--- config.mk ---
export PLATFORM = sky130hd
export DESIGN_NAME = ecdh_scalar_loader
export DESIGN_NICKNAME = d
export VERILOG_FILES = /design/src/rtl/ecdh_scalar_loader.sv
export SDC_FILE = /design/constraint.sdc
export NUM_CORES = 2
export LEC_CHECK = 0
export BUFFER_PORTS_ARGS = -buffer_cell sky130_fd_sc_hd__buf_2
export CORE_AREA = 3 3 402 404
export CTS_BUF_LIST = sky130_fd_sc_hd__clkbuf_16
export DETAILED_ROUTE_END_ITERATION = 7
export DIE_AREA = 0 0 405 407
export HOLD_SLACK_MARGIN = 0.08
export MAX_ROUTING_LAYER = met4
export PLACE_DENSITY = 0.51
export SETUP_SLACK_MARGIN = 0.05
export SYNTH_ARGS = -nofsm -noshare
export SYNTH_HDL_FRONTEND = slang
export SYNTH_SLANG_ARGS = --single-unit
--- constraint.sdc ---
create_clock -name clk -period 6.85 [get_ports clk]
set_clock_uncertainty 0.05 [all_clocks]
set_input_delay 0.685 -clock clk [delete_from_list [all_inputs] [get_ports clk]]
set_output_delay 0.685 -clock clk [all_outputs]
set_load 0.005 [all_outputs]
--- src/rtl/ecdh_scalar_loader.sv ---
// Stream front/back end for the EC scalar-multiplication unit: loads k, Px, Py
// as 32-bit words, starts the unit, then streams Qx/Qy back. ECDH_WDT_EN adds a WAIT watchdog.
module ecdh_scalar_loader #(
  parameter int BW_GF      = 192,
  parameter int WORD_W     = 32,
  parameter int WDT_CYCLES = 1048576
) (
  input  logic              clk,
  input  logic              rst_n,
  input  logic              in_valid,
  output logic              in_ready,
  input  logic [WORD_W-1:0] in_data,
  output logic              out_valid,
  input  logic              out_ready,
  output logic [WORD_W-1:0] out_data,
  output logic              out_last,
  output logic              err,
  output logic [1:0]        err_code,
  output logic              busy,
  output logic              sc_start,
  output logic [BW_GF-1:0]  sc_k,
  output logic [BW_GF-1:0]  sc_px,
  output logic [BW_GF-1:0]  sc_py,
  input  logic [BW_GF-1:0]  sc_qx,
  input  logic [BW_GF-1:0]  sc_qy,
  input  logic              sc_valid
);
  localparam int NWORD = BW_GF / WORD_W;
  localparam int LDW   = 3 * BW_GF;
  localparam int QW    = 2 * BW_GF;
  localparam logic [4:0] LD_LAST = 5'(3 * NWORD - 1);
  localparam logic [4:0] Q_LAST  = 5'(2 * NWORD - 1);

  typedef enum logic [2:0] {S_LOAD, S_CHECK, S_START, S_WAIT, S_SEND} state_t;

  state_t            r_state;
  logic [4:0]        r_cnt;
  logic [LDW-1:0]    r_ld;
  logic [QW-1:0]     r_q;
  logic              r_in_ready, r_out_valid, r_out_last, r_err, r_busy, r_sc_start;
  logic [1:0]        r_err_code;
  logic              w_in_hs, w_out_hs;
  logic [BW_GF-1:0]  w_k_nxt;

  assign w_in_hs  = in_valid & r_in_ready;
  assign w_out_hs = out_ready & r_out_valid;
  // k as it will look once the word being accepted has been shifted in
  assign w_k_nxt  = r_ld[LDW-WORD_W-1 -: BW_GF];

  assign in_ready  = r_in_ready;
  assign out_valid = r_out_valid;
  assign out_data  = r_q[QW-1 -: WORD_W];
  assign out_last  = r_out_last;
  assign err       = r_err;
  assign err_code  = r_err_code;
  assign busy      = r_busy;
  assign sc_start  = r_sc_start;
  assign sc_k      = r_ld[LDW-1 -: BW_GF];
  assign sc_px     = r_ld[QW-1 -: BW_GF];
  assign sc_py     = r_ld[BW_GF-1:0];

`ifdef ECDH_WDT_EN
  localparam logic [20:0] WDT_LIM = 21'(WDT_CYCLES - 1);
  logic [20:0] r_wdt;
`else
  logic [31:0] w_unused_wdt;
  assign w_unused_wdt = 32'(WDT_CYCLES);
`endif

  always_ff @(posedge clk or negedge rst_n) begin
    if (!rst_n) begin
      r_state     <= S_LOAD;
      r_cnt       <= '0;
      r_ld        <= '0;
      r_q         <= '0;
      r_in_ready  <= 1'b0;
      r_out_valid <= 1'b0;
      r_out_last  <= 1'b0;
      r_err       <= 1'b0;
      r_err_code  <= 2'b00;
      r_busy      <= 1'b0;
      r_sc_start  <= 1'b0;
`ifdef ECDH_WDT_EN
      r_wdt       <= '0;
`endif
    end else begin
      r_err      <= 1'b0;
      r_sc_start <= 1'b0;
      case (r_state)
        S_LOAD: begin
          r_in_ready <= 1'b1;
          if (w_in_hs) begin
            r_ld <= {r_ld[LDW-WORD_W-1:0], in_data};
            if (r_cnt == LD_LAST) begin
              r_cnt      <= '0;
              r_in_ready <= 1'b0;
              r_busy     <= 1'b1;
              r_state    <= S_CHECK;
              // flag a zero scalar now so err lands in the CHECK cycle
              if (w_k_nxt == '0) begin
                r_err      <= 1'b1;
                r_err_code <= 2'b01;
              end
            end else begin
              r_cnt <= r_cnt + 5'd1;
            end
          end
        end
        S_CHECK: begin
          if (sc_k == '0) begin
            r_state    <= S_LOAD;
            r_in_ready <= 1'b1;
            r_busy     <= 1'b0;
          end else begin
            r_state    <= S_START;
            r_sc_start <= 1'b1;
          end
        end
        S_START: begin
          r_state <= S_WAIT;
`ifdef ECDH_WDT_EN
          r_wdt   <= '0;
`endif
        end
        S_WAIT: begin
          if (sc_valid) begin
            r_q         <= {sc_qx, sc_qy};
            r_out_valid <= 1'b1;
            r_out_last  <= 1'b0;
            r_cnt       <= '0;
            r_state     <= S_SEND;
          end
`ifdef ECDH_WDT_EN
          else if (r_wdt == WDT_LIM) begin
            r_err      <= 1'b1;
            r_err_code <= 2'b10;
            r_state    <= S_LOAD;
            r_in_ready <= 1'b1;
            r_busy     <= 1'b0;
          end else begin
            r_wdt <= r_wdt + 21'd1;
          end
`endif
        end
        S_SEND: begin
          if (w_out_hs) begin
            r_q <= {r_q[QW-WORD_W-1:0], {WORD_W{1'b0}}};
            if (r_cnt == Q_LAST) begin
              r_cnt       <= '0;
              r_out_valid <= 1'b0;
              r_out_last  <= 1'b0;
              r_in_ready  <= 1'b1;
              r_busy      <= 1'b0;
              r_state     <= S_LOAD;
            end else begin
              r_cnt      <= r_cnt + 5'd1;
              r_out_last <= (r_cnt == Q_LAST - 5'd1);
            end
          end
        end
        default: r_state <= S_LOAD;
      endcase
    end
  end
endmodule
==> metrics.cfg <==
[yosys]
synth.distinct_cells = 35
synth_area_leaders = dfrtp_1 62%, mux2_2 16%, nand2_1 7.4%
netlist_area_sq_um = 39600
synth_top_area_frac = 0.616
synth_warnings = 0
yosysSeqAreaShare = 0.616
synthCells = 3473
ys_ff_latch = 975
async_flop_share = 1.00
syn_area_per_cell_sq_um = 11.4
syn_nets = 3897
synth-edff-count = 0
synth_flop_cell = dfrtp_1
synth_area_leader_cell = dfrtp_1

[setup_path]
r2r_start = r_state[0]$_DFFE_PN0P_
path_cells = nor3_1 > nor2b_4 > buf_4 > mux2_2
crit_path_end_kind = flip-flop
crit_family = simple AND/OR/NAND/NOR gates
worst-setup-path-type = reg -> reg
cp-start-kind = flip-flop
path_max_fanout = 72
critPathRequiredTime_ns = 7.41
startpoint = r_state[0]$_DFFE_PN0P_
arrival_ns = 3.80
max_stage_delay_ns = 0.84
slowest_stage = nor2b_4
critPathBufInv = 1

[power_and_ir_drop]
peakVddDrop_uv = 294
p_per_area_nw_per_um2 = 509
p_leak_nw = 23.7
power_w = 0.0262

[hold_path]
worstHoldStart = sc_qy[4]
hold_path.class = in -> reg

[floorplan]
core_sq_um = 158000
ios = 1037
die_area_sq_um = 165000
start_util = 0.250
core.rowCount = 146
dieWidth_um = 405
die_y_um = 407

[cts]
clock_sinks = 975
tritoncts = yes
cts.htree.levels = 3
clk_pin_slew_ns = 0.06
clock_path_buffers = 3
cts_buffers = 111
cts-root-buf = clkbuf_16
clk_latency_ns = 0.73

[finish]
mostFrequentLayoutCell = buf_2
multiInputGateArea_sq_um = 14000
syn_to_final_growth_pct = 29.9
seq_area_sq_um = 24400
layout.nets = 4947
drive_above_1_share = 0.391
layout_common_cells = 1034 x buf_2, 975 x dfrtp_1, 781 x nand2_1
fillCellCount = 16500

[timing]
finalSetupTns_ns = 0
whs_ns = 0.156
fmax_mhz = 309
tightest_slew_ns = 1.43
slew_headroom = 0.0411
grt_setup_unrepaired = false
post-route-period-util = 0.473
final.min_clock_period_ns = 3.24
setup_viol = 0
maxSlewViolCount = 0
hold_viol = 0

[grt]
grtUsageTotal = 0.201
antenna_found_initial = 67
grt_remaining_overflow = 0
first_global_vias = 30900
grt_start_max_net_pins = 238
grt_pass1_wl_um = 234000

[routing]
antenna_left = 0
drtIter0Drc = 2500
totalWireLength_um = 167000
vias = 31500
wire_per_inst_um = 24.9
drt-vias-per-instance = 4.68
dr.pass1.iters = 5
drc = 0

[place]
gp_congestion = 0.927
io_buffers = 1035
dp_hpwl_um = 126000

[job]
cap_violations = 0

[status]
status = finished, final reports clean

-- logic make-up (layout without fill, tap and decap cells) --
family	Yosys count	count (layout)	share of synthesized area
simple gates	1269	1269	0.128
flops	975	975	0.616
mux	576	576	0.164
compound gates	378	378	0.0600
buf+inv	271	1412	0.0317
fa+ha+maj	3	3	0.000948
other cells	1	50	0.0000947
-- state kept, by name (all words and copies together) (netlist names) --
name / count
r_ld: 576
r_q: 384
r_cnt: 5
r_state: 3
busy: 1
err: 1
err_code: 1
in_ready: 1
out_last: 1
out_valid: 1
sc_start: 1
-- worst reg2reg max path: stages (launching register included) --
cell	delay (ns)
dfrtp_1	0.48
nor3_1	0.37
nor2b_4	0.84
buf_4	0.89
mux2_2	0.49
-- worst paths after layout --
check	to	slack (ns)	cells after the start
max	r_ld[44]$_DFFE_PN0P_	3.61	4
min in group asynchronous	r_ld[556]$_DFFE_PN0P_	0.55	2
max in group asynchronous	r_q[375]$_DFFE_PN0P_	4.53	3
min	r_q[4]$_DFFE_PN0P_	0.16	3
min reg2reg	r_q[213]$_DFFE_PN0P_	0.41	2
max reg2reg	r_ld[44]$_DFFE_PN0P_	3.61	4
-- area by class of cell --
class / count / share of cell area
Sequential cell: 975 / 0.474
Tap cell: 2072 / 0.0504
Timing Repair Buffer: 1204 / 0.135
Clock buffer: 112 / 0.0545
Clock inverter: 92 / 0.0120
Inverter: 4 / 0.000292
Antenna cell: 49 / 0.00238
Multi-Input combinational cell: 2227 / 0.272
-- power by group --
part           internal [W]  leakage (nW)  switching (W)
clock network       0.00312          1.81        0.00257
logic               0.00431          10.4        0.00458
registers           0.00864          11.4        0.00299
-- routing by layer --
| layer | vias up | part of all wire | GRT usage |
|---|---|---|---|
| li1 | 14100 | - | - |
| met1 | 16100 | 0.42 | 0.249 |
| met2 | 1022 | 0.48 | 0.324 |
| met3 | 265 | 0.063 | 0.0481 |
| met4 | 0 | 0.035 | 0.0671 |
| met5 | - | 0 | - |
-- repair_timing --
action / 4_1_cts / 5_1_grt
endpoints found under the hold margin: 213 / 0
setup buffers: 0 / 0
hold buffers: 130 / 0
gates resized for setup: 0 / 0
-- synthesized netlist by cell type (2+ instances only) --
| master | n |
|---|---|
| buf_4 | 33 |
| nand4bb_1 | 2 |
| o21a_1 | 2 |
| mux2_2 | 576 |
| nor3_1 | 4 |
| o21bai_1 | 2 |
| nand4_1 | 16 |
| nor3b_1 | 2 |
| or3_1 | 2 |
| nor2_1 | 360 |
| ha_1 | 3 |
| inv_1 | 4 |
| o31ai_1 | 3 |
| buf_1 | 3 |
| a21oi_1 | 4 |
| o21ai_0 | 8 |
| clkbuf_1 | 140 |
| dfrtp_1 | 975 |
| o22ai_1 | 2 |
| buf_2 | 91 |
| a31oi_1 | 353 |
| nand3_1 | 35 |
| nor4_1 | 59 |
| nand2b_1 | 3 |
| nand2_1 | 781 |
-- per-stage QoR --
| stage | setup WS, ns | utilization | area [sq um] | std cells |
|---|---|---|---|---|
| 2_1_floorplan | 4.68 | - | 39600 | 3473 |
| 3_3_place_gp | 3.64 | 0.295 | 46600 | 6352 |
| 3_5_place_dp | 3.63 | 0.295 | 46600 | 6352 |
| 4_1_cts | 3.59 | 0.325 | 51300 | 6686 |
| 5_1_grt | 3.40 | 0.325 | 51400 | 6723 |
| 6_report | 3.61 | 0.325 | 51500 | 6735 |
No activity file was read; power rests on OpenSTA's default activity.
